===== config.mk =====
export PLATFORM = sky130hd
export DESIGN_NAME = pf_diff_tx_serializer
export DESIGN_NICKNAME = d
export VERILOG_FILES = /design/src/rtl/pf_diff_tx_serializer.sv
export SDC_FILE = /design/constraint.sdc
export NUM_CORES = 1
export LEC_CHECK = 0
export BUFFER_PORTS_ARGS = -buffer_cell sky130_fd_sc_hd__buf_2
export CORE_MARGIN = 2
export CORE_UTILIZATION = 30
export DETAILED_ROUTE_END_ITERATION = 10
export GPL_TIMING_DRIVEN = 0
export HOLD_SLACK_MARGIN = 0.15
export PLACE_DENSITY = 0.56
export SETUP_SLACK_MARGIN = 0.2
export SLEW_MARGIN = 20
export SYNTH_ARGS = -nofsm -noshare
export SYNTH_HDL_FRONTEND = slang
export SYNTH_SLANG_ARGS = --single-unit

===== constraint.sdc =====
create_clock -name CLK -period 5.15 [get_ports CLK]
set_input_delay 1.2875 -clock CLK [delete_from_list [all_inputs] [get_ports CLK]]
set_output_delay 1.2875 -clock CLK [all_outputs]
set_load 0.02 [all_outputs]

===== src/rtl/pf_diff_tx_serializer.sv =====
// Parallel-to-serial framed transmitter driving a complementary pad pair (PADOP/PADON).
// Optional parity bit enabled by defining DIFF_TX_PARITY_EN.
module pf_diff_tx_serializer #(
    parameter int DATA_W       = 8,
    parameter int CLKS_PER_BIT = 16,
    parameter int STOP_BITS    = 1,
    parameter int PARITY_ODD   = 0
) (
    input  logic              CLK,
    input  logic              RESETN,
    input  logic [DATA_W-1:0] TX_DATA,
    input  logic              TX_VALID,
    output logic              TX_READY,
    output logic              TX_BUSY,
    output logic              PADOP,
    output logic              PADON,
    output logic              OE
);

    localparam int TW = $clog2(CLKS_PER_BIT);
    localparam int BW = $clog2(DATA_W + 1);
    localparam logic [TW-1:0] RELOAD = TW'(CLKS_PER_BIT - 1);

    generate
        if (DATA_W < 1 || DATA_W > 16 || CLKS_PER_BIT < 2 ||
            STOP_BITS < 1 || STOP_BITS > 2 || PARITY_ODD < 0 || PARITY_ODD > 1) begin : g_bad_param
            $error("pf_diff_tx_serializer: illegal parameter value");
        end
    endgenerate

    typedef enum logic [2:0] {
        S_IDLE,
        S_START,
        S_DATA,
`ifdef DIFF_TX_PARITY_EN
        S_PARITY,
`endif
        S_STOP
    } state_t;

    state_t            state_q, state_d;
    logic [TW-1:0]     timer_q, timer_d;
    logic [BW-1:0]     bit_q, bit_d;
    logic [DATA_W-1:0] shreg_q, shreg_d;
    logic              padop_q, padon_q, ready_q, busy_q, oe_q;
    logic              line_d, accept, tick;
`ifdef DIFF_TX_PARITY_EN
    logic              par_q, par_d;
`endif

    assign accept = (state_q == S_IDLE) && TX_VALID && ready_q && oe_q;
    assign tick   = (timer_q == '0);

    always_comb begin
        state_d = state_q;
        timer_d = timer_q;
        bit_d   = bit_q;
        shreg_d = shreg_q;
`ifdef DIFF_TX_PARITY_EN
        par_d   = par_q;
`endif
        if (state_q != S_IDLE)
            timer_d = tick ? RELOAD : timer_q - 1'b1;

        case (state_q)
            S_IDLE: begin
                if (accept) begin
                    state_d = S_START;
                    shreg_d = TX_DATA;
                    timer_d = RELOAD;
                    bit_d   = '0;
`ifdef DIFF_TX_PARITY_EN
                    par_d   = (^TX_DATA) ^ (PARITY_ODD != 0);
`endif
                end
            end
            S_START: begin
                if (tick) begin
                    state_d = S_DATA;
                    bit_d   = '0;
                end
            end
            S_DATA: begin
                // Bit 0 is already on the line when DATA is entered; shift only between bits.
                if (tick) begin
                    if (bit_q == BW'(DATA_W - 1)) begin
`ifdef DIFF_TX_PARITY_EN
                        state_d = S_PARITY;
`else
                        state_d = S_STOP;
`endif
                        bit_d   = '0;
                    end else begin
                        bit_d   = bit_q + 1'b1;
                        shreg_d = shreg_q >> 1;
                    end
                end
            end
`ifdef DIFF_TX_PARITY_EN
            S_PARITY: begin
                if (tick) state_d = S_STOP;
            end
`endif
            S_STOP: begin
                // Bit counter is reused to count stop bits.
                if (tick) begin
                    if (bit_q == BW'(STOP_BITS - 1)) state_d = S_IDLE;
                    else                             bit_d   = bit_q + 1'b1;
                end
            end
            default: state_d = S_IDLE;
        endcase

        line_d = 1'b1;
        case (state_d)
            S_START:  line_d = 1'b0;
            S_DATA:   line_d = shreg_d[0];
`ifdef DIFF_TX_PARITY_EN
            S_PARITY: line_d = par_d;
`endif
            default:  line_d = 1'b1;
        endcase
    end

    always_ff @(posedge CLK or negedge RESETN) begin
        if (!RESETN) begin
            state_q <= S_IDLE;
            timer_q <= '0;
            bit_q   <= '0;
            shreg_q <= '0;
            padop_q <= 1'b1;
            padon_q <= 1'b0;
            ready_q <= 1'b1;
            busy_q  <= 1'b0;
            oe_q    <= 1'b0;
`ifdef DIFF_TX_PARITY_EN
            par_q   <= 1'b0;
`endif
        end else begin
            state_q <= state_d;
            timer_q <= timer_d;
            bit_q   <= bit_d;
            shreg_q <= shreg_d;
            padop_q <= line_d;
            padon_q <= ~line_d;
            ready_q <= (state_d == S_IDLE);
            busy_q  <= (state_d != S_IDLE);
            oe_q    <= 1'b1;
`ifdef DIFF_TX_PARITY_EN
            par_q   <= par_d;
`endif
        end
    end

    assign PADOP    = padop_q;
    assign PADON    = padon_q;
    assign TX_READY = ready_q;
    assign TX_BUSY  = busy_q;
    assign OE       = oe_q;

endmodule

* After elaboration in Yosys (flattened, before gate mapping) *
Cells that the tools add are included.

storage, ports and cells
  register bits after elaboration = 24
  input bits = 11
  output and inout port bits = 5
  logic and storage cells = 61

cells by class
  add/subtract/negate cells = 2
  eq/ne operators = 12
  multiplexer cells = 23
  bitwise operators = 1
  reductions and logical operators = 13

operator list
  operator             count
  $mux 4               10
  $mux 8               3
  $mux 3               6
  $pmux 4 s4           1
  $pmux 8 s2           1
  $ne 2x2->1 const B   6
  $pmux 3 s4           1
  $eq 3x2->1 const B   3
  $logic_not 4->1      2
  $eq 3x1->1 const B   2
  $logic_not 3->1      2
  $reduce_and 6->1     1
  $reduce_bool 3->1    2
  $add 4x1->4 const B  1
  $eq 4x3->1 const B   1
  $reduce_and 4->1     1
  $reduce_bool 4->1    1
  $sub 4x1->4 const B  1
  $logic_and 1x1->1    3
  $pmux 1 s2           1
  $reduce_bool 2->1    1
  $not 1->1            1

* Logic depth before layout (Yosys ltp) *
  word-level depth = 9
  mapped depth = 7
  mapped depth without buffers = 7

* Worst setup path before layout *
No wires, ideal clock.

  path type = input-to-reg
  start = in TX_VALID
  end = reg bit_q[3]
  setup time = 0.124 ns
  arrival time = 2.199 ns
  required time = 5.026 ns
  path slack = 2.827 ns
  stages on the path = 4
  buffers on the path = 0
  cell sequence = nand3_1 > a221oi_4 > nand2_2 > a211o_1

between the ends
  cells in the longest elaborated chain, start to end = 5

RTL lines
  item                               RTL line  text
  from (decl)                        12        input logic TX_VALID,
  $logic_and 1x1->1 (3 in a row)     51        assign accept = (state_q == S_IDLE) && TX_VALID && ready_q && oe_q;
  $ne 2x2->1 (no source line)        -
  $reduce_and 6->1 (no source line)  -
  to (signal assigned)               142       bit_q <= bit_d;
  to (decl)                          43        logic [BW-1:0] bit_q, bit_d;

Every way passes these cells.
A chain may end at the register's enable or synchronous reset.

* Worst setup path in the final report *
Same ends and word-level chain as after synthesis.

==> impl_metrics.toml <==
[clock_tree]
cts_root_buffer = "clkbuf_8"
cts-buffers-inserted = 3
clkLatencyLatePin_ps = 260
cts_tree = "done"
clock_sinks = 24
clkTransAtPathRegs_ps = 90
holdBufCountCts = 0
cts_resized = 0
cts_max_level = 1
postCtsSetupRepairBufs = 0
clock_tree.buffer_depth = 2

[finish]
num_antenna_cells = 0
drive_gt1_frac = 0.282
fin_area_sq_mm = 0.00146
final_nets = 146
syn2layout_area_growth_pct = 15.2
final_core_util = 0.361
fill_cells = 417

[synthesis]
yosys-top-cells-area = "dfrtp_1 (44%), a22o_1 (4.9%), dfstp_2 (4.2%)"
postSynthCellCount = 112
seq_area_frac_synth = 0.477
netlist.area_leader.share = 0.436
async_flop_share = 1.00
syn_avg_cell_area_sq_um = 11.3
synth-main-ff-cell = "dfrtp_1"
synth_edf_count = 0
synthesis.nets = 126
ys_ff_latch = 24
yosys_warnings = 0
synth_cell_type_count = 47
syn-cell-area_sq_mm = 0.00126
yosysTopAreaCell = "dfrtp_1"

[power_and_ir_drop]
p_sw_frac = 0.287
p_sw_uw = 131
clkPwrFrac = 0.277
p_seq_frac = 0.515
p_leak_uw = 0.000723
internal-power_uw = 327
combPwrFrac = 0.208
power_density_mw_per_mm2 = 315
ir_drop_mv = 0.263

[route]
vias_per_cell = 5.02
ant_nets = 0
routedWlPerCell_um = 13.5
drt_iter0_drc = 25
drtPass1Iterations = 4
drt_wl_total_mm = 2.44
dr_total_vias = 909
post-route-drc-count = 0

[setup_path]
critical_path.top_delay_family = "compound AO/OA/AOI/OAI gates"
reg2reg_slack_ps = 3050
max_stage_delay_ps = 440
cp-end-kind = "register"
critPathRequiredTime_ps = 5300
path_class = "input pin to register"
cp_slowest_cell = "a221oi_4"
r2r_end = "shreg_q[1]"
critPathLaunchType = "input pin"
arrival_ps = 2450
rr_startpoint = "timer_q[0]"
cp_num_buf_inv = 1
cp_max_fo = 5
ff2ff_path_depth = 6
cp_cell_sequence = "buf_2, nand3_1, a221oi_4, nand2_2, a211o_1"

[floorplanning]
dieArea_sq_mm = 0.00475
die_w_um = 68.9
start_util = 0.314
ios = 16
rows = 23
core_sq_mm = 0.00403
chipHeight_um = 68.9

[global_route]
antenna_found_initial = 0
grt_max_degree = 25
grt_use_total = 0.115
grt_pass1_wl_mm = 4.11
overflow = 0
grt_pass1_vias = 886

[timing]
relSlewSlack = 0.631
maxSlewViolCount = 0
finalCritPeriodShare = 0.447
min_period_ps = 2300
rsz0062_at_grt = "no"
hold_violations = 0
skew_ps = 6.79
setup_viol = 0
fin_setup_tns_ps = 0
worst_pin_slew_ps = 551
max_freq_mhz = 435

[min_path]
min_from = "shreg_q[4]"
whs_endpoint = "shreg_q[4]"
hold-path-cell-count = 1
hold_class = "register to register"

[placement]
dpl-instance-area_sq_mm = 0.00140
gp_congestion = 0.803
io_buffers = 15
hpwl_mm = 1.80

[status]
status = "completed"

[job]
drv_cap = 0
-- power by group through the flow --
| stage | registers [uW] | logic [uW] | clock network, uW |
|---|---|---|---|
| floorplan | 240 | 64.9 | 0 |
| global placement | 239 | 90.9 | 0 |
| detailed placement | 240 | 94.6 | 0 |
| CTS | 236 | 95.8 | 131 |
| global route | 240 | 107 | 139 |
| finish | 236 | 95.2 | 127 |
-- worst max path at each step --
stage                   from  endpoint  slack (ps)  depth (start not counted)
floorplan           TX_VALID  bit_q[3]        2830                          4
global placement    TX_VALID  bit_q[3]        2590                          5
detailed placement  TX_VALID  bit_q[3]        2570                          5
CTS                 TX_VALID  bit_q[3]        2860                          5
global route        TX_VALID  bit_q[3]        2790                          5
finish              TX_VALID  bit_q[3]        2850                          5
-- placed cells by master (no fill, tap or decap), drive strengths merged, types with 3 or more instances in the layout --
master / instances
nand3: 3
clkbuf: 6
ha: 3
buf: 17
nand2b: 3
dfrtp: 22
and3: 3
inv: 6
o21ai: 4
a22o: 7
a21oi: 4
nor2: 5
a21o: 6
nand2: 6
-- per-stage QoR --
| step | power, uW | worst slack, ps | cells | hold WS [ps] |
|---|---|---|---|---|
| floorplan | 305 | 2830 | 112 | 449 |
| global placement | 330 | 2590 | 177 | 459 |
| detailed placement | 334 | 2570 | 177 | 466 |
| CTS | 463 | 2860 | 181 | 486 |
| global route | 486 | 2790 | 181 | 503 |
| finish | 459 | 2850 | 181 | 483 |
-- synth_stat cells, types with 3 or more instances --
| master | count |
|---|---|
| nor2_1 | 4 |
| dfrtp_1 | 22 |
| nand3_1 | 3 |
| a21oi_1 | 4 |
| ha_1 | 3 |
| a22o_1 | 7 |
| nand2_1 | 5 |
| nand2b_1 | 3 |
| inv_1 | 6 |
| a21o_1 | 6 |
| and3_1 | 3 |
-- state kept, by name (all words and copies together), names as in the netlist --
name	cells
bit_q	4
shreg_q	8
OE	1
PADON	1
state_q	3
TX_READY	1
PADOP	1
TX_BUSY	1
timer_q	4
-- cell families after synthesis --
kind of cell | after synthesis | synth area share
multiplexers | 1 | 0.00792
buffers and inverters | 10 | 0.0436
AO/OA/AOI/OAI | 39 | 0.270
flip-flops | 24 | 0.477
adder cells (fa/ha/maj) | 3 | 0.0297
AND/OR/NAND/NOR | 33 | 0.165
other | 2 | 0.00594
-- layer usage --
layer | vias up | global-route usage | routed length (um)
met5 | - | 0 | 0
met4 | 0 | 0.0147 | 0
met3 | 0 | 0.0308 | 88
met2 | 11 | 0.190 | 1180
met1 | 440 | 0.155 | 1170
li1 | 458 | - | -
-- cell type report --
cell class / count / area, sq um / area share
well taps: 50 / 62.6 / 0.0430
repair buffers: 15 / 75.1 / 0.0515
inverters: 6 / 22.5 / 0.0155
flip-flops and latches: 24 / 603 / 0.414
plain buffers: 4 / 32.5 / 0.0223
multi-input cells: 78 / 606 / 0.416
clock buffers: 4 / 55.1 / 0.0378
(Power assumes the default switching activity.)
